$ cat src/rtl/vx_warp_ibuffer.sv
// Per-warp instruction buffer between fetch and decode: one FIFO per warp, round-robin issue across warps.
// Latency: an entry written at edge N is visible on out_* after edge N (no same-cycle bypass).
// Backpressure: in_ready drops while the target warp FIFO is full; a stalled grant is held stable until it fires.
module vx_warp_ibuffer #(
    parameter int NUM_WARPS   = 4,
    parameter int NUM_THREADS = 4,
    parameter int PC_BITS     = 31,
    parameter int UUID_WIDTH  = 44,
    parameter int IBUF_SIZE   = 4,
    localparam int NW_WIDTH   = (NUM_WARPS > 1) ? $clog2(NUM_WARPS) : 1
) (
    input  logic                   clk,
    input  logic                   reset,
    input  logic                   in_valid,
    input  logic [NW_WIDTH-1:0]    in_wid,
    input  logic [NUM_THREADS-1:0] in_tmask,
    input  logic [PC_BITS-1:0]     in_PC,
    input  logic [31:0]            in_instr,
    input  logic [UUID_WIDTH-1:0]  in_uuid,
    output logic                   in_ready,
    output logic                   out_valid,
    output logic [NW_WIDTH-1:0]    out_wid,
    output logic [NUM_THREADS-1:0] out_tmask,
    output logic [PC_BITS-1:0]     out_PC,
    output logic [31:0]            out_instr,
    output logic [UUID_WIDTH-1:0]  out_uuid,
    input  logic                   out_ready,
    output logic [NUM_WARPS-1:0]   ibuf_pop
);
    localparam int AW = (IBUF_SIZE > 1) ? $clog2(IBUF_SIZE) : 1;
    localparam int CW = AW + 1;

    typedef struct packed {
        logic [NUM_THREADS-1:0] tmask;
        logic [PC_BITS-1:0]     pc;
        logic [31:0]            instr;
        logic [UUID_WIDTH-1:0]  uuid;
    } entry_t;

    typedef enum logic {IDLE, LOCKED} lock_state_t;

    entry_t               mem    [NUM_WARPS][IBUF_SIZE];
    logic [AW-1:0]        rd_ptr [NUM_WARPS];
    logic [AW-1:0]        wr_ptr [NUM_WARPS];
    logic [CW-1:0]        count  [NUM_WARPS];
    logic [NW_WIDTH-1:0]  rr_idx [NUM_WARPS];
    logic [NUM_WARPS-1:0] nonempty;
    logic [NUM_WARPS-1:0] push_vec;
    logic [NW_WIDTH-1:0]  rr_ptr;
    logic [NW_WIDTH-1:0]  rr_grant;
    logic [NW_WIDTH-1:0]  grant;
    logic [NW_WIDTH-1:0]  grant_nxt;
    logic [NW_WIDTH-1:0]  lock_wid;
    lock_state_t          lock_state;
    logic                 in_fire;
    logic                 out_fire;
    entry_t               in_dat;
    entry_t               head_dat;

    always_comb begin
        for (int w = 0; w < NUM_WARPS; w++) begin
            nonempty[w] = (count[w] != '0);
            rr_idx[w]   = NW_WIDTH'((int'(rr_ptr) + w) % NUM_WARPS);
        end
    end

    // Scan from the far end so the closest nonempty warp at or after rr_ptr wins.
    always_comb begin
        rr_grant = '0;
        for (int i = NUM_WARPS - 1; i >= 0; i--) begin
            if (nonempty[rr_idx[i]])
                rr_grant = rr_idx[i];
        end
    end

    assign grant     = (lock_state == LOCKED) ? lock_wid : rr_grant;
    assign grant_nxt = (int'(grant) == NUM_WARPS - 1) ? '0 : grant + NW_WIDTH'(1);

    assign in_ready  = (count[in_wid] != CW'(IBUF_SIZE));
    assign out_valid = |nonempty;
    assign in_fire   = in_valid && in_ready;
    assign out_fire  = out_valid && out_ready;

    assign in_dat    = {in_tmask, in_PC, in_instr, in_uuid};
    assign head_dat  = mem[grant][rd_ptr[grant]];
    assign out_wid   = grant;
    assign out_tmask = head_dat.tmask;
    assign out_PC    = head_dat.pc;
    assign out_instr = head_dat.instr;
    assign out_uuid  = head_dat.uuid;

    assign ibuf_pop  = out_fire ? (NUM_WARPS'(1) << grant) : '0;
    assign push_vec  = in_fire ? (NUM_WARPS'(1) << in_wid) : '0;

    always_ff @(posedge clk) begin
        if (in_fire)
            mem[in_wid][wr_ptr[in_wid]] <= in_dat;
    end

    always_ff @(posedge clk) begin
        if (reset) begin
            for (int w = 0; w < NUM_WARPS; w++) begin
                rd_ptr[w] <= '0;
                wr_ptr[w] <= '0;
                count[w]  <= '0;
            end
            rr_ptr     <= '0;
            lock_wid   <= '0;
            lock_state <= IDLE;
        end else begin
            for (int w = 0; w < NUM_WARPS; w++) begin
                if (push_vec[w])
                    wr_ptr[w] <= wr_ptr[w] + AW'(1);
                if (ibuf_pop[w])
                    rd_ptr[w] <= rd_ptr[w] + AW'(1);
                if (push_vec[w] && !ibuf_pop[w])
                    count[w] <= count[w] + CW'(1);
                else if (!push_vec[w] && ibuf_pop[w])
                    count[w] <= count[w] - CW'(1);
            end
            if (out_fire)
                rr_ptr <= grant_nxt;
            case (lock_state)
                IDLE: begin
                    if (out_valid && !out_ready) begin
                        lock_state <= LOCKED;
                        lock_wid   <= grant;
                    end
                end
                LOCKED: begin
                    if (out_fire)
                        lock_state <= IDLE;
                end
                default: lock_state <= IDLE;
            endcase
        end
    end
endmodule

$ cat config.mk
export PLATFORM = sky130hd
export DESIGN_NAME = vx_warp_ibuffer
export DESIGN_NICKNAME = d
export VERILOG_FILES = /design/src/rtl/vx_warp_ibuffer.sv
export SDC_FILE = /design/constraint.sdc
export NUM_CORES = 2
export LEC_CHECK = 0
export BUFFER_PORTS_ARGS = -buffer_cell sky130_fd_sc_hd__buf_2
export CORE_AREA = 2 2 456 458
export CTS_CLUSTER_SIZE = 10
export DETAILED_ROUTE_END_ITERATION = 6
export DIE_AREA = 0 0 458 460
export GPL_ROUTABILITY_DRIVEN = 0
export HOLD_SLACK_MARGIN = 0.15
export PLACE_DENSITY_LB_ADDON = 0.15
export RECOVER_POWER = 50
export SYNTH_ARGS = -nofsm -noshare
export SYNTH_HDL_FRONTEND = slang
export SYNTH_SLANG_ARGS = --single-unit
export TNS_END_PERCENT = 5
$ cat constraint.sdc
create_clock -name clk -period 35.6 [get_ports clk]
set_input_delay 7.12 -clock clk [delete_from_list [all_inputs] [get_ports clk]]
set_output_delay 7.12 -clock clk [all_outputs]
set_load 0.01 [all_outputs]
==> results.json <==
{
  "outcome": "complete, but fails checks",
  "violations": "capacitance limit, slew limit",
  "fin_worst_skew_ns": 0.0208,
  "synth-seq-cells": 1809,
  "hold_viol_final": 0,
  "seqPwrFrac": 0.320,
  "dieArea_um2": 211000,
  "cts_tree": "done",
  "placed_area_um2": 75400,
  "io_buffers": 235,
  "grt_pass1_wl_um": 286000,
  "grt_use_total": 0.183,
  "grt_pass1_vias": 41100,
  "cts_sinks": 1809,
  "slew_viol_final": 46,
  "routed_wirelength_um": 196000,
  "hpwl_um": 91500,
  "setup-violations-final": 0,
  "required_ns": 28.48,
  "gr-max-usage-layer": "met2",
  "fmax_ghz": 0.0651,
  "clk_path_buf_depth": 3,
  "drc_errors": 0,
  "cp-endpoint": "in_ready",
  "fin_tns_setup_ns": 0,
  "vias_per_cell": 5.31,
  "synthTopCellsByArea": "edfxtp_1 76%, a21oi_1 6.3%, nand2_1 4.7%",
  "clkTransAtPathRegs_ns": 0.05,
  "synth_cell_type_count": 54,
  "critical_path_class": "in2out",
  "post-synth-top-count-cell": "edfxtp_1",
  "ys_warn_count": 0,
  "period_minus_slack_ns": 15.35,
  "synth_area_per_cell_um2": 14.6,
  "max_stage_delay_ns": 0.61,
  "post-place-cells": 7568,
  "r2r_start": "count[1][0]",
  "core-area_um2": 206000,
  "cp_slowest_cell": "mux4_2",
  "cts.htree.levels": 4,
  "vdd_ir_drop_max_mv": 0.117,
  "synthArstFlopShare": 0,
  "start_kind": "input pin",
  "path_delay_family": "multiplexers",
  "p_int_w": 0.00457,
  "ctsResizeCount": 0,
  "cts_inserted_buffers": 205,
  "r2r_slack_ns": 31.14,
  "fin_cells": 7850,
  "synthCells": 4900,
  "ys_seq_area_frac": 0.758,
  "synth_fp_nets": 5025,
  "fin_crit_sh": 0.431,
  "synthToLayoutAreaGrowth_pct": 13.0,
  "crit_path_end_kind": "primary output",
  "worstHoldPathType": "reg2reg",
  "p_sw_frac": 0.397,
  "use_met2": 0.304,
  "holdBufCountCts": 0,
  "die_w_um": 458,
  "grt_max_degree": 183,
  "slew_headroom": -0.165,
  "pwr-share-clk": 0.244,
  "reg2reg_to": "count[0][2]",
  "crit_chain": "clkbuf_1, mux4_2, buf_2",
  "antenna_found_initial": 43,
  "crit_fanout": 9,
  "placementRows": 167,
  "power.leakage_nw": 25.9,
  "rsz0062_at_grt": "no",
  "wl_per_cell_um": 25.0,
  "yosysTopAreaCellShare": 0.757,
  "synth_edf_count": 1804,
  "power_density_nw_per_um2": 93.7,
  "via_count": 41700,
  "layout-drive-gt1-share": 0.0884,
  "fin_area_um2": 80900,
  "synth-main-ff-cell": "edfxtp_1",
  "detail-route-antenna-nets": 0,
  "crit_arrival_ns": 8.23,
  "cap_viol_max_count": 1,
  "tightestPinTransition_ns": 1.75,
  "r2r_cells": 11,
  "pwr-share-comb": 0.436,
  "die_h_um": 460,
  "worst-path-stages": 3,
  "p_switching_w": 0.00301,
  "synth_area_um2": 71600,
  "startpoint": "in_wid[1]",
  "synthTopCellsByCount": "1804 x edfxtp_1, 901 x nand2_1, 894 x a21oi_1",
  "nets": 5196,
  "cts_setup_buffers": 0,
  "grt_overflow": 0,
  "use_met1": 0.245,
  "clk_latency_ns": 0.83,
  "drtIter0Drc": 3206,
  "io_pins": 236,
  "initial_utilization": 0.347,
  "synth_top_cell_by_area": "edfxtp_1",
  "p_total_w": 0.00758,
  "root_buffer": "clkbuf_16",
  "worstPathBufferInverterCount": 2,
  "first_pass_iters": 6,
  "met3_usage": 0.0349
}
power by group through the flow:
stage	Combinational, W	Sequential [W]	Clock (W)
3_5_place_dp	0.00339	0.00247	0
2_1_floorplan	0.00223	0.00247	0
6_report	0.00330	0.00242	0.00185
4_1_cts	0.00340	0.00242	0.00190
5_1_grt	0.00365	0.00243	0.00198
3_3_place_gp	0.00338	0.00247	0
layout make-up:
type / count / area, um^2
fillers: 19300 / 125000
well taps: 2704 / 3380
diodes: 11 / 27.5
repair buffers: 309 / 1740
multi-input cells: 2730 / 15800
flip-flops and latches: 1809 / 54300
inverters: 16 / 93.8
clock buffers: 246 / 5330
clock inverters: 25 / 265
sequential cells by signal, indices dropped and copies added, names as in the netlist, named ones only:
name      count
count        12
lock_wid      2
mem        1776
rd_ptr        8
rr_ptr        2
wr_ptr        8
cells in the final DEF (no fill, tap or decap), types with 5 or more instances in the layout:
cell type	n
edfxtp_1	1804
nand2_1	901
a21oi_1	894
a22oi_1	444
mux2i_1	336
clkbuf_16	207
clkbuf_1	155
buf_2	122
buf_4	58
nor2_1	21
nor3_1	17
inv_1	14
nand2b_1	14
buf_12	13
nor2_4	12
diode_2	11
xnor2_1	11
clkinv_1	8
or3_1	7
nor4_1	7
nand3_1	6
or2_2	5
ha_1	5
dfxtp_1	5
per-layer routing:
| metal | wire length (um) | vias up |
|---|---|---|
| met4 | 4510 | 28 |
| met3 | 9900 | 311 |
| met1 | 87000 | 21500 |
| met2 | 94400 | 941 |
| li1 | - | 18900 |
| met5 | 184 | - |
tightest hold or removal path: stages, from the launching register on:
cell and delay (ns):
dfxtp_1 0.33, a2bb2oi_1 0.06, nor2_1 0.08
logic make-up after synthesis:
| kind of cell | count (synthesis) | synth area share |
|---|---|---|
| flops | 1809 | 0.758 |
| fa+ha+maj | 8 | 0.00171 |
| compound gates | 1354 | 0.111 |
| buf+inv | 361 | 0.0233 |
| xor+xnor | 15 | 0.00184 |
| simple gates | 1014 | 0.0561 |
| mux | 339 | 0.0479 |
worst min path at each step:
stage	start	to	depth (start not counted)
finish	lock_wid[0]	lock_wid[0]	2
global route	lock_wid[0]	lock_wid[0]	2
CTS	lock_wid[1]	lock_wid[1]	2
detailed placement	lock_wid[1]	lock_wid[1]	2
global placement	lock_wid[0]	lock_wid[0]	2
floorplan	lock_wid[1]	lock_wid[1]	2
stage by stage:
stage | setup WS, ns | hold slack (ns) | utilization
after global placement | 20.32 | 0.493 | 0.366
after global routing | 20.16 | 0.554 | 0.392
after detailed placement | 20.33 | 0.498 | 0.366
after floorplan | 16.13 | 0.454 | -
final | 20.25 | 0.504 | 0.393
after CTS | 20.33 | 0.509 | 0.393
Note: power is estimated with default switching activity, not from simulation.
